<file path="src/rtl/uart_reg_bridge.sv">
// UART command frame to register-bus bridge: 'W' addr data / 'R' addr, answered with ACK, read data or NAK.
// Optional trailing XOR checksum byte when UART_BRIDGE_CHECKSUM_EN is defined.
module uart_reg_bridge #(
   parameter int unsigned TimeoutCycles = 50000
) (
   input  logic       clk_i,
   input  logic       rst_i,
   input  logic       rx_done_tick_i,
   input  logic [7:0] rx_data_i,
   output logic [7:0] tx_data_o,
   output logic       start_tx_o,
   input  logic       tx_done_tick_i,
   output logic       bus_req_o,
   output logic       bus_we_o,
   output logic [7:0] bus_addr_o,
   output logic [7:0] bus_wdata_o,
   input  logic [7:0] bus_rdata_i,
   input  logic       bus_ack_i,
   output logic       err_tick_o
);

   localparam int unsigned CntW = $clog2(TimeoutCycles + 1);
   localparam logic [CntW-1:0] CntMax = CntW'(TimeoutCycles);
   localparam logic [CntW-1:0] CntOne = CntW'(1);
   localparam logic [7:0] ChWrite = 8'h57;
   localparam logic [7:0] ChRead = 8'h52;
   localparam logic [7:0] ChAck = 8'h06;
   localparam logic [7:0] ChNak = 8'h15;

   typedef enum logic [2:0] {
      StIdle    = 3'd0,
      StGetAddr = 3'd1,
      StGetData = 3'd2,
`ifdef UART_BRIDGE_CHECKSUM_EN
      StGetCsum = 3'd3,
`endif
      StBus     = 3'd4,
      StSend    = 3'd5,
      StWaitTx  = 3'd6
   } state_e;

`ifdef UART_BRIDGE_CHECKSUM_EN
   localparam state_e StFrameEnd = StGetCsum;
`else
   localparam state_e StFrameEnd = StBus;
`endif

   state_e          state_q, state_d;
   logic            we_q, we_d;
   logic [7:0]      addr_q, addr_d;
   logic [7:0]      wdata_q, wdata_d;
   logic [7:0]      tx_data_q, tx_data_d;
   logic            err_q, err_d;
   logic [CntW-1:0] cnt_q, cnt_d;
   logic            in_get;
`ifdef UART_BRIDGE_CHECKSUM_EN
   logic [7:0]      csum_q, csum_d;
`endif

   always_ff @(posedge clk_i) begin
      if (rst_i) begin
         state_q   <= StIdle;
         we_q      <= 1'b0;
         addr_q    <= 8'h00;
         wdata_q   <= 8'h00;
         tx_data_q <= 8'h00;
         err_q     <= 1'b0;
         cnt_q     <= '0;
`ifdef UART_BRIDGE_CHECKSUM_EN
         csum_q    <= 8'h00;
`endif
      end else begin
         state_q   <= state_d;
         we_q      <= we_d;
         addr_q    <= addr_d;
         wdata_q   <= wdata_d;
         tx_data_q <= tx_data_d;
         err_q     <= err_d;
         cnt_q     <= cnt_d;
`ifdef UART_BRIDGE_CHECKSUM_EN
         csum_q    <= csum_d;
`endif
      end
   end

   always_comb begin
      state_d   = state_q;
      we_d      = we_q;
      addr_d    = addr_q;
      wdata_d   = wdata_q;
      tx_data_d = tx_data_q;
      err_d     = 1'b0;
      cnt_d     = '0;
      in_get    = 1'b0;
`ifdef UART_BRIDGE_CHECKSUM_EN
      csum_d    = csum_q;
`endif
      case (state_q)
         StIdle: begin
            if (rx_done_tick_i) begin
`ifdef UART_BRIDGE_CHECKSUM_EN
               csum_d = rx_data_i;
`endif
               if (rx_data_i == ChWrite) begin
                  we_d    = 1'b1;
                  state_d = StGetAddr;
               end else if (rx_data_i == ChRead) begin
                  we_d    = 1'b0;
                  state_d = StGetAddr;
               end else begin
                  tx_data_d = ChNak;
                  err_d     = 1'b1;
                  state_d   = StSend;
               end
            end
         end
         StGetAddr: begin
            in_get = 1'b1;
            if (rx_done_tick_i) begin
               addr_d  = rx_data_i;
               state_d = we_q ? StGetData : StFrameEnd;
`ifdef UART_BRIDGE_CHECKSUM_EN
               csum_d  = csum_q ^ rx_data_i;
`endif
            end
         end
         StGetData: begin
            in_get = 1'b1;
            if (rx_done_tick_i) begin
               wdata_d = rx_data_i;
               state_d = StFrameEnd;
`ifdef UART_BRIDGE_CHECKSUM_EN
               csum_d  = csum_q ^ rx_data_i;
`endif
            end
         end
`ifdef UART_BRIDGE_CHECKSUM_EN
         StGetCsum: begin
            in_get = 1'b1;
            if (rx_done_tick_i) begin
               if (rx_data_i == csum_q) begin
                  state_d = StBus;
               end else begin
                  tx_data_d = ChNak;
                  err_d     = 1'b1;
                  state_d   = StSend;
               end
            end
         end
`endif
         StBus: begin
            err_d = rx_done_tick_i;
            if (bus_ack_i) begin
               tx_data_d = we_q ? ChAck : bus_rdata_i;
               state_d   = StSend;
            end
         end
         StSend: begin
            err_d   = rx_done_tick_i;
            state_d = StWaitTx;
         end
         StWaitTx: begin
            err_d = rx_done_tick_i;
            if (tx_done_tick_i) state_d = StIdle;
         end
         default: state_d = StIdle;
      endcase
      // A byte arriving on the timeout cycle wins over the timeout.
      if (in_get && !rx_done_tick_i) begin
         if (cnt_q == CntMax) begin
            err_d   = 1'b1;
            state_d = StIdle;
         end else begin
            cnt_d = cnt_q + CntOne;
         end
      end
   end

   always_comb begin
      bus_req_o   = (state_q == StBus);
      start_tx_o  = (state_q == StSend);
      bus_we_o    = we_q;
      bus_addr_o  = addr_q;
      bus_wdata_o = wdata_q;
      tx_data_o   = tx_data_q;
      err_tick_o  = err_q;
   end

endmodule

</file>
<file path="config.mk">
export PLATFORM = sky130hd
export DESIGN_NAME = uart_reg_bridge
export DESIGN_NICKNAME = d
export VERILOG_FILES = /design/src/rtl/uart_reg_bridge.sv
export SDC_FILE = /design/constraint.sdc
export NUM_CORES = 1
export LEC_CHECK = 0
export CAP_MARGIN = 0
export CORE_ASPECT_RATIO = 1.2
export CORE_MARGIN = 5
export CORE_UTILIZATION = 40
export DETAILED_ROUTE_END_ITERATION = 6
export PLACE_DENSITY = 0.7
export SYNTH_ARGS = -nofsm -noshare
export SYNTH_HDL_FRONTEND = slang
export SYNTH_SLANG_ARGS = --single-unit
</file>
<file path="constraint.sdc">
create_clock -name clk_i -period 1.5 [get_ports clk_i]
set_clock_uncertainty 0.1 [all_clocks]
set_input_delay 0.15 -clock clk_i [delete_from_list [all_inputs] [get_ports clk_i]]
set_output_delay 0.15 -clock clk_i [all_outputs]
set_load 0.05 [all_outputs]
</file>
Word-level counts from Yosys, hierarchy flattened --
Cells that the tools add are included.
Storage, ports and cells: bits in registers 45, input bits 21, output and inout bits 28, logic and storage cells 59
Cells by class: add/subtract/negate cells 1, equal/unequal tests 12, muxes and demuxes 26, bitwise operators 1, reduce and logical (&&, ||, !) cells 12
Operators with widths (number):
- 2-to-1 mux 8 bit | 5
- 2-to-1 mux 3 bit | 10
- one-hot mux 3 bit (6 select lines) | 1
- adder 16 x 1 -> 16 bit (second input constant) | 1
- equality test 16 bit (second input constant) | 1
- equality test 8 x 7 -> 1 bit (second input constant) | 2
- one-hot mux 8 bit (2 select lines) | 1
- equality test 3 bit (second input constant) | 3
- 2-to-1 mux 1 bit | 8
- inequality test 2 bit (second input constant) | 3
- OR reduction 3 bit | 2
- AND reduction 5 bit | 1
- AND reduction 2 bit | 2
- nonzero test 2 bit | 2
- equality test 3 x 1 -> 1 bit (second input constant) | 1
- equality test 3 x 2 -> 1 bit (second input constant) | 1
- logical NOT 3 bit | 1
- AND reduction 3 bit | 1
- inequality test 2 x 1 -> 1 bit (second input constant) | 1
- one-hot mux 1 bit (2 select lines) | 1
- OR reduction 2 bit | 1
- logical AND 1 bit | 1
- logical NOT 1 bit | 1
- inverter 1 bit | 1

Logic depth before layout (Yosys ltp) --
Gate-level depths: netlist of run 1.
depth in word-level cells 7, depth in mapped cells 7, gate-level depth less buffers 6

Worst setup path before layout of run 1 --
OpenSTA, ideal clock, no wires.
kind reg2reg, start point reg we_q, in the netlist bus_we_o, end point reg tx_data_q[3], in the netlist tx_data_o[3], library setup time 0.117 ns, data arrival time 1.229 ns, data required time 1.283 ns, slack 0.053 ns, stages on the path, launching flop included 4, buffers on the path 0, clock period less this slack 1.447 ns, cell sequence dfxtp_1 inv_1 and3_1 a32o_1
Between the ends: cells in the longest elaborated chain, start to end 3
Ends and longest elaborated chain:
- start: declaration | RTL line 49 | logic we_q, we_d;
- start signal: assignment | RTL line 74 | we_q <= we_d;
- 2-to-1 mux 8 bit | RTL line 154 | tx_data_d = we_q ? ChAck : bus_rdata_i;
- 2-to-1 mux 8 bit | RTL line 153 | if (bus_ack_i) begin
- one-hot mux 8 bit (2 select lines) | RTL line 98 | case (state_q)
- end signal: assignment | RTL line 77 | tx_data_q <= tx_data_d;
- end: declaration | RTL line 52 | logic [7:0] tx_data_q, tx_data_d;
No other way between the ends. The select of a mux whose other input is x is not followed. A chain may end at the register's enable or synchronous reset.

Final worst setup path of run 1 --
start point reg cnt_q[12], end point reg state_q[0]
Between the ends: cells in the longest elaborated chain, start to end 3
Ends and longest elaborated chain:
- start: declaration | RTL line 54 | logic [CntW-1:0] cnt_q, cnt_d;
- start signal: assignment | RTL line 79 | cnt_q <= cnt_d;
- equality test 16 bit | RTL line 170 | if (cnt_q == CntMax) begin
- 2-to-1 mux 3 bit | RTL line 170
- 2-to-1 mux 3 bit | RTL line 169 | if (in_get && !rx_done_tick_i) begin
- end signal: assignment | RTL line 62 | state_q <= StIdle;
- end signal: assignment | RTL line 73 | state_q <= state_d;
- end: declaration | RTL line 48 | state_e state_q, state_d;
No other way between the ends.

==> flow_summary_export.csv, run 1 <==
group,metric,value,unit
status,outcome,"finished with violations",
status,violations,"negative setup slack",
logic_synthesis,synth.largest_area_cell,"sky130_fd_sc_hd__dfxtp_1",
worst_setup_path,crit_required,1580,ps
pwr,irDropWorstVdd,0.6172,mV
run,cap_viol_max_count,0,
worst_setup_path,endpoint_kind,"flop",
drt,routed-via-count,1958,
logic_synthesis,ys_types,47,
timing,report.final.hold_viol_count,0,
worst_setup_path,start_kind,"flop",
timing,finalWorstSetupSlack,-38.35,ps
logic_synthesis,postSynthCellCount,227,
drt,wl_per_cell,14.42,um
logic_synthesis,synth.cell_area,2008,um2
timing,min_period,1538,ps
worst_setup_path,timing.rr.start,"cnt_q[12]",
logic_synthesis,synth_top_flop_cell,"sky130_fd_sc_hd__dfxtp_1",
place,dpl.cell_count,374,
drt,drtAntennaViolNets,0,
timing,setup_repair_after_global_routing_missed_its_margin,"yes",
clock_tree,clockRootBuffer,"sky130_fd_sc_hd__clkbuf_8",
clock_tree,worst_skew_pair.late_latency,300,ps
worst_setup_path,reg2regPathDepth,5,
timing,maxClockFrequency,650.0,MHz
place,place.gp.congestion,0.8622,
logic_synthesis,synth_async_reset_ratio,0,%
cells_and_area,fin_nets,355,
global_route,grt_util_all_layers,16.18,%
die,ios,49,
cells_and_area,post-route-cell-area,3385,um2
worst_setup_path,cp_max_fo,3,
timing,maxSlewViolCount,0,
worst_setup_path,arrival,1620,ps
global_route,first_global_vias,1847,
die,die_width,74.68,um
logic_synthesis,area_contributors_post_synth,"sky130_fd_sc_hd__dfxtp_1 (45%), sky130_fd_sc_hd__xnor2_1 (6.5%), sky130_fd_sc_hd__nor2_1 (6.0%)",
die,fp.coreArea,4905,um2
logic_synthesis,synth_seq_cells,45,
clock_tree,clk_pin_slew_worst_paths,90,ps
logic_synthesis,synthesis.area_per_instance,8.847,um2
timing,slew_headroom,67.44,%
logic_synthesis,mappedNetlistNets,250,
global_route,grt_first_pass_wirelength,8.328,mm
global_route,largest_net_degree_at_the_start_of_global_routing,23,
cells_and_area,layoutNonFillerInstCount,393,
place,dpl-instance-area,2902,um2
clock_tree,cts_num_sinks,45,
min_path,hold_start,"rx_data_i[7]",
logic_synthesis,post_synth_edffs,0,
cells_and_area,synthToLayoutAreaGrowth,68.54,%
pwr,p_per_area,883.6,nW/um2
clock_tree,cts_inserted_buffers,5,
clock_tree,clock_path_buffers,2,
die,die_area,6543,um2
logic_synthesis,seq_area_frac_synth,44.86,%
cells_and_area,utilization,69.01,%
place,portBuffers,48,
place,detailed_place_hpwl,3.781,mm
drt,totalWireLength,5.668,mm
logic_synthesis,synth_top_cell_area_share,44.86,%
global_route,overflow_left_after_global_routing,0,
die,std_cell_rows,28,
pwr,static-leakage-power,1.376,nW
drt,drt_first_pass_iters,4,
min_path,hold_path_class,"in -> reg",
drt,drtIter0Drc,65,
clock_tree,h_tree_depth,2,
worst_setup_path,r2r_setup_slk,-40,ps
cells_and_area,drive_above_1_share,42.94,%
min_path,holdPathStages,3,
min_path,timing.hold.worst_endpoint,"bus_addr_o[7]",
timing,report.final.setup_viol,4,
logic_synthesis,yosys_warnings,0,
die,die-height,87.62,um
drt,route.detailed.drc,0,
die,initial_core_util,40.94,%
worst_setup_path,crit_type,"reg -> reg",
cells_and_area,num_antenna_cells,0,
clock_tree,clock_tree_from_tritoncts,"built",
timing,tightest_slew,484.8,ps
worst_setup_path,rr_endpoint,"state_q[0]",
global_route,antenna_found_initial,0,
timing,fin_crit_sh,102.6,%
drt,routed_via_density,4.982,
==> per-stage QoR <==
stage	total power, W	setup TNS (ps)	hold slack [ps]	setup slack, ps
floorplan	0.001693	0	175.8	53.26
global placement	0.001995	-6214	344.8	-214.6
detailed placement	0.002003	-7118	348.3	-273.9
CTS	0.002938	-360.7	345.8	-117.4
global route	0.003120	-873.2	50.19	-130.0
finish	0.002990	-100.0	53.01	-38.35
==> layout by cell type (no fill, tap or decap), drive strengths merged, types with 5 or more instances in the layout <==
cell type / n
buf: 85
dfxtp: 45
nor2: 33
nand2: 26
clkdlybuf4s50: 17
a21oi: 16
xnor2: 15
inv: 12
mux2i: 8
nor4: 6
clkbuf: 6
nor3: 6
nand3: 6
nand4: 5
==> metal layers <==
layer	up-vias	GRT usage (%)	routed length [um]
met5	-	0	0
met3	8	3.904	383
met2	49	29.02	2978
met4	0	5.178	79
li1	992	-	-
met1	909	18.62	2227
==> synth_stat cells, types with 2 or more instances <==
cell                       number
sky130_fd_sc_hd__dfxtp_1       45
sky130_fd_sc_hd__inv_1         12
sky130_fd_sc_hd__xnor2_1       15
sky130_fd_sc_hd__a31oi_1        2
sky130_fd_sc_hd__nand2_1       25
sky130_fd_sc_hd__buf_2          3
sky130_fd_sc_hd__and3_1         2
sky130_fd_sc_hd__clkbuf_1       2
sky130_fd_sc_hd__nand4_1        3
sky130_fd_sc_hd__a21oi_1       16
sky130_fd_sc_hd__o21ai_0        2
sky130_fd_sc_hd__ha_1           2
sky130_fd_sc_hd__nor3_1         6
sky130_fd_sc_hd__nand3_1        5
sky130_fd_sc_hd__mux2i_1        8
sky130_fd_sc_hd__nor4_1         5
sky130_fd_sc_hd__nand4_2        2
sky130_fd_sc_hd__nor2_1        32
sky130_fd_sc_hd__a221oi_1       3
sky130_fd_sc_hd__a32o_1         4
sky130_fd_sc_hd__and2_1         3
sky130_fd_sc_hd__nand2b_1       2
sky130_fd_sc_hd__nor2b_1        4
==> layout make-up <==
type,count,area [um2]
Sequential cell,45,917.1
Clock buffer,5,68.82
Multi-Input combinational cell,162,1270
Clock inverter,3,46.29
Timing Repair Buffer,106,962.2
Fill cell,405,1520
Inverter,12,45.04
Tap cell,60,75.07
==> worst max path at each step <==
| stage | to | cells past startpoint | slack (ps) | startpoint |
|---|---|---|---|---|
| global placement | tx_data_o[2] | 5 | -210 | rx_data_i[7] |
| finish | state_q[0] | 5 | -40 | cnt_q[12] |
| floorplan | tx_data_o[3] | 3 | 50 | bus_we_o |
| global route | state_q[1] | 7 | -130 | cnt_q[0] |
| CTS | state_q[0] | 4 | -120 | cnt_q[12] |
| detailed placement | tx_data_o[0] | 5 | -270 | rx_data_i[7] |
==> flip-flops by register name, indices dropped and copies added (netlist names) <==
name and count:
bus_we_o 1, cnt_q 16, bus_wdata_o 8, state_q 3, tx_data_o 8, bus_addr_o 8, err_tick_o 1
==> power by group <==
| group | internal, W | total (W) | switching, W |
|---|---|---|---|
| Sequential | 0.00125 | 0.00129 | 0.0000458 |
| Clock | 0.000498 | 0.000919 | 0.000421 |
| Combinational | 0.000356 | 0.000778 | 0.000422 |
| Total | 0.00210 | 0.00299 | 0.000889 |
==> worst max-delay path, cell delays in order (launching register included) <==
cell and delay, ps:
sky130_fd_sc_hd__dfxtp_2 340, sky130_fd_sc_hd__nor4_4 280, sky130_fd_sc_hd__nand4_1 150, sky130_fd_sc_hd__buf_6 160, sky130_fd_sc_hd__o41ai_4 300, sky130_fd_sc_hd__nor3_2 80
==> logic make-up (layout without fill, tap and decap cells) <==
logic type                 count (synthesis)  after routing  synth area share, %
AOI/OAI and AO/OA                         36             36                12.71
xor gates and xnor gates                  16             16                6.978
adders and majority gates                  2              2                1.246
buffers and inverters                     20            126                4.486
DFF                                       45             45                44.86
muxes                                      8              8                3.988
and+or+nand+nor                          100            100                25.73
==> what timing repair did <==
action	4_1_cts	5_1_grt
resized for setup	20	41
buffers inserted	3	8
endpoints found under the setup margin	20	39
hold buffers	0	0
pin swaps	6	14
(Power assumes the default switching activity.)
==> run 2: changes to the inputs <==
PLACE_DENSITY = 0.69   (was 0.7)
==> flow_summary_export.csv, run 2 (synthesis results as in run 1) <==
group,metric,value,unit
die,die_area,6543,um2
clock_tree,clockRootBuffer,"sky130_fd_sc_hd__clkbuf_8",
worst_setup_path,arrival,1730,ps
min_path,holdPathStages,3,
timing,min_period,1646,ps
worst_setup_path,timing.critical_path.buf_inv,1,
global_route,largest_net_degree_at_the_start_of_global_routing,23,
worst_setup_path,critical_path.slowest_cell,"sky130_fd_sc_hd__nor4_2",
worst_setup_path,timing.rr.start,"cnt_q[11]",
place,place.gp.congestion,0.7786,
worst_setup_path,largest_delay_contributor_family_on_the_critical_path,"simple AND/OR/NAND/NOR gates",
worst_setup_path,rr_endpoint,"state_q[0]",
die,ios,49,
pwr,p_per_area,841.7,nW/um2
drt,drtAntennaViolNets,0,
timing,report.final.hold_viol_count,0,
min_path,timing.hold.worst_endpoint,"tx_data_o[4]",
place,dpl.cell_count,375,
pwr,power_switching_share,31.80,%
place,detailed_place_hpwl,3.887,mm
drt,routed_via_density,5.101,
global_route,overflow_left_after_global_routing,0,
timing,maxSlewViolCount,0,
cells_and_area,drive_above_1_share,43.73,%
die,initial_core_util,40.94,%
global_route,grt_first_pass_wirelength,8.321,mm
die,fp.coreArea,4905,um2
worst_setup_path,crit_type,"reg -> reg",
cells_and_area,largest_register_ff_count,16,
worst_setup_path,cp_slowest_stage_delay,360,ps
cells_and_area,fin_nets,349,
timing,setup_repair_after_global_routing_missed_its_margin,"yes",
pwr,post-layout-total-power,0.002804,W
pwr,cellInternalPower,0.001912,W
clock_tree,h_tree_depth,2,
min_path,hold_start,"bus_rdata_i[4]",
worst_setup_path,endpoint_kind,"flop",
status,violations,"negative setup slack",
min_path,hold_path_class,"in -> reg",
clock_tree,worst_skew_pair.late_latency,310,ps
worst_setup_path,reg2regPathDepth,5,
clock_tree,clock_tree_from_tritoncts,"built",
timing,finalWorstSetupSlack,-146.2,ps
status,outcome,"finished with violations",
clock_tree,clock_path_buffers,2,
cells_and_area,largest_register,"cnt_q",
clock_tree,cts_num_sinks,45,
timing,fin_crit_sh,109.7,%
timing,maxClockFrequency,607.5,MHz
cells_and_area,num_antenna_cells,0,
pwr,sequential_fraction_of_design_power,46.3,%
clock_tree,postCtsHoldBufs,0,
worst_setup_path,start_kind,"flop",
worst_setup_path,cp_max_fo,3,
clock_tree,clk_pin_slew_worst_paths,90,ps
timing,report.final.setup_viol,18,
die,die-height,87.62,um
timing,tightest_slew,422.7,ps
pwr,irDropWorstVdd,0.6188,mV
clock_tree,cts_inserted_buffers,5,
worst_setup_path,r2r_setup_slk,-150,ps
drt,drtIter0Drc,123,
die,std_cell_rows,28,
cells_and_area,layoutNonFillerInstCount,387,
cells_and_area,final_cell_mix,"sky130_fd_sc_hd__buf_4 (69), sky130_fd_sc_hd__dfxtp_1 (39), sky130_fd_sc_hd__nand2_1 (25)",
drt,wl_per_cell,14.47,um
global_route,antenna_found_initial,0,
global_route,grt_util_all_layers,16.49,%
drt,totalWireLength,5.601,mm
place,pre_cts_ws,-258.9,ps
global_route,first_global_vias,1859,
place,portBuffers,48,
run,cap_viol_max_count,0,
cells_and_area,mostFrequentLayoutCell,"sky130_fd_sc_hd__buf_4",
pwr,static-leakage-power,1.265,nW
cells_and_area,synthToLayoutAreaGrowth,65.86,%
pwr,combinationalPowerShare,26.1,%
drt,route.detailed.drc,0,
drt,routed-via-count,1974,
worst_setup_path,timing.critical_path.cells,"nor4_2, nand4_1, buf_4, o41ai_4, nor3_1",
worst_setup_path,crit_required,1580,ps
pwr,p_switching,0.0008916,W
die,die_width,74.68,um
pwr,power_frac_clock,27.6,%
drt,drt_first_pass_iters,4,
timing,slew_headroom,71.58,%
[run 2: changes by cell type in the layout (fill, tap and decap cells not counted), sizes merged]
cell	previous run	this run
clkdlybuf4s50	17	20
dlymetal6s2s	3	0
inv	12	13
clkbuf	6	5
bufinv	1	0
buf	85	80
[run 2: worst register-to-register path: stages, from the launching register on]
cell and delay [ps]:
sky130_fd_sc_hd__dfxtp_1 330, sky130_fd_sc_hd__nor4_2 360, sky130_fd_sc_hd__nand4_1 180, sky130_fd_sc_hd__buf_4 180
sky130_fd_sc_hd__o41ai_4 270, sky130_fd_sc_hd__nor3_1 100
[run 2: timing repair]
| action | CTS | global route |
|---|---|---|
| endpoints found under the setup margin | 22 | 32 |
| buffers inserted | 2 | 3 |
| gates resized for setup | 12 | 60 |
| pin swaps | 1 | 12 |
[run 2: power by group through the flow]
stage / Sequential [W] / Combinational, W / Clock (W)
after floorplan: 0.00143 / 0.000261 / 0
after global placement: 0.00132 / 0.000671 / 0
after detailed placement: 0.00132 / 0.000679 / 0
after CTS: 0.00129 / 0.000696 / 0.000802
after global routing: 0.00131 / 0.000777 / 0.000857
final: 0.00130 / 0.000731 / 0.000775
[run 2: final cells by class]
class | count | area (um2)
Fill cell | 397 | 1574
Multi-Input combinational cell | 162 | 1277
Timing Repair Buffer | 100 | 929.6
Sequential cell | 45 | 913.4
Tap cell | 60 | 75.07
Clock buffer | 5 | 68.82
Inverter | 12 | 45.04
Clock inverter | 3 | 21.27
[run 2: through the flow]
stage | cell area, um2 | hold WS, ps | TNS [ps] | utilization (%)
after CTS | 3057 | 325.1 | -206.0 | 62.32
after detailed placement | 2909 | 352.1 | -6469 | 59.31
after global placement | 2909 | 343.0 | -5687 | 59.31
after floorplan | 2008 | 175.8 | 0 | -
after global routing | 3331 | 345.3 | -2483 | 67.91
final | 3331 | 327.2 | -1140 | 67.91
[run 2: worst max path at each step]
stage / startpoint / end / cells after the start
global route: cnt_q[11] / state_q[0] / 5
floorplan: bus_we_o / tx_data_o[3] / 3
detailed placement: rx_data_i[7] / tx_data_o[0] / 5
CTS: cnt_q[0] / state_q[0] / 7
finish: cnt_q[11] / state_q[0] / 5
global placement: rx_data_i[7] / tx_data_o[2] / 5
[run 2: metal layers]
metal	GRT usage, %	vias up	part of all wire [%]
li1	-	985	-
met1	19.09	919	39
met2	29.18	58	52
met3	4.363	12	7.6
met4	5.340	0	1.8
met5	0	-	0
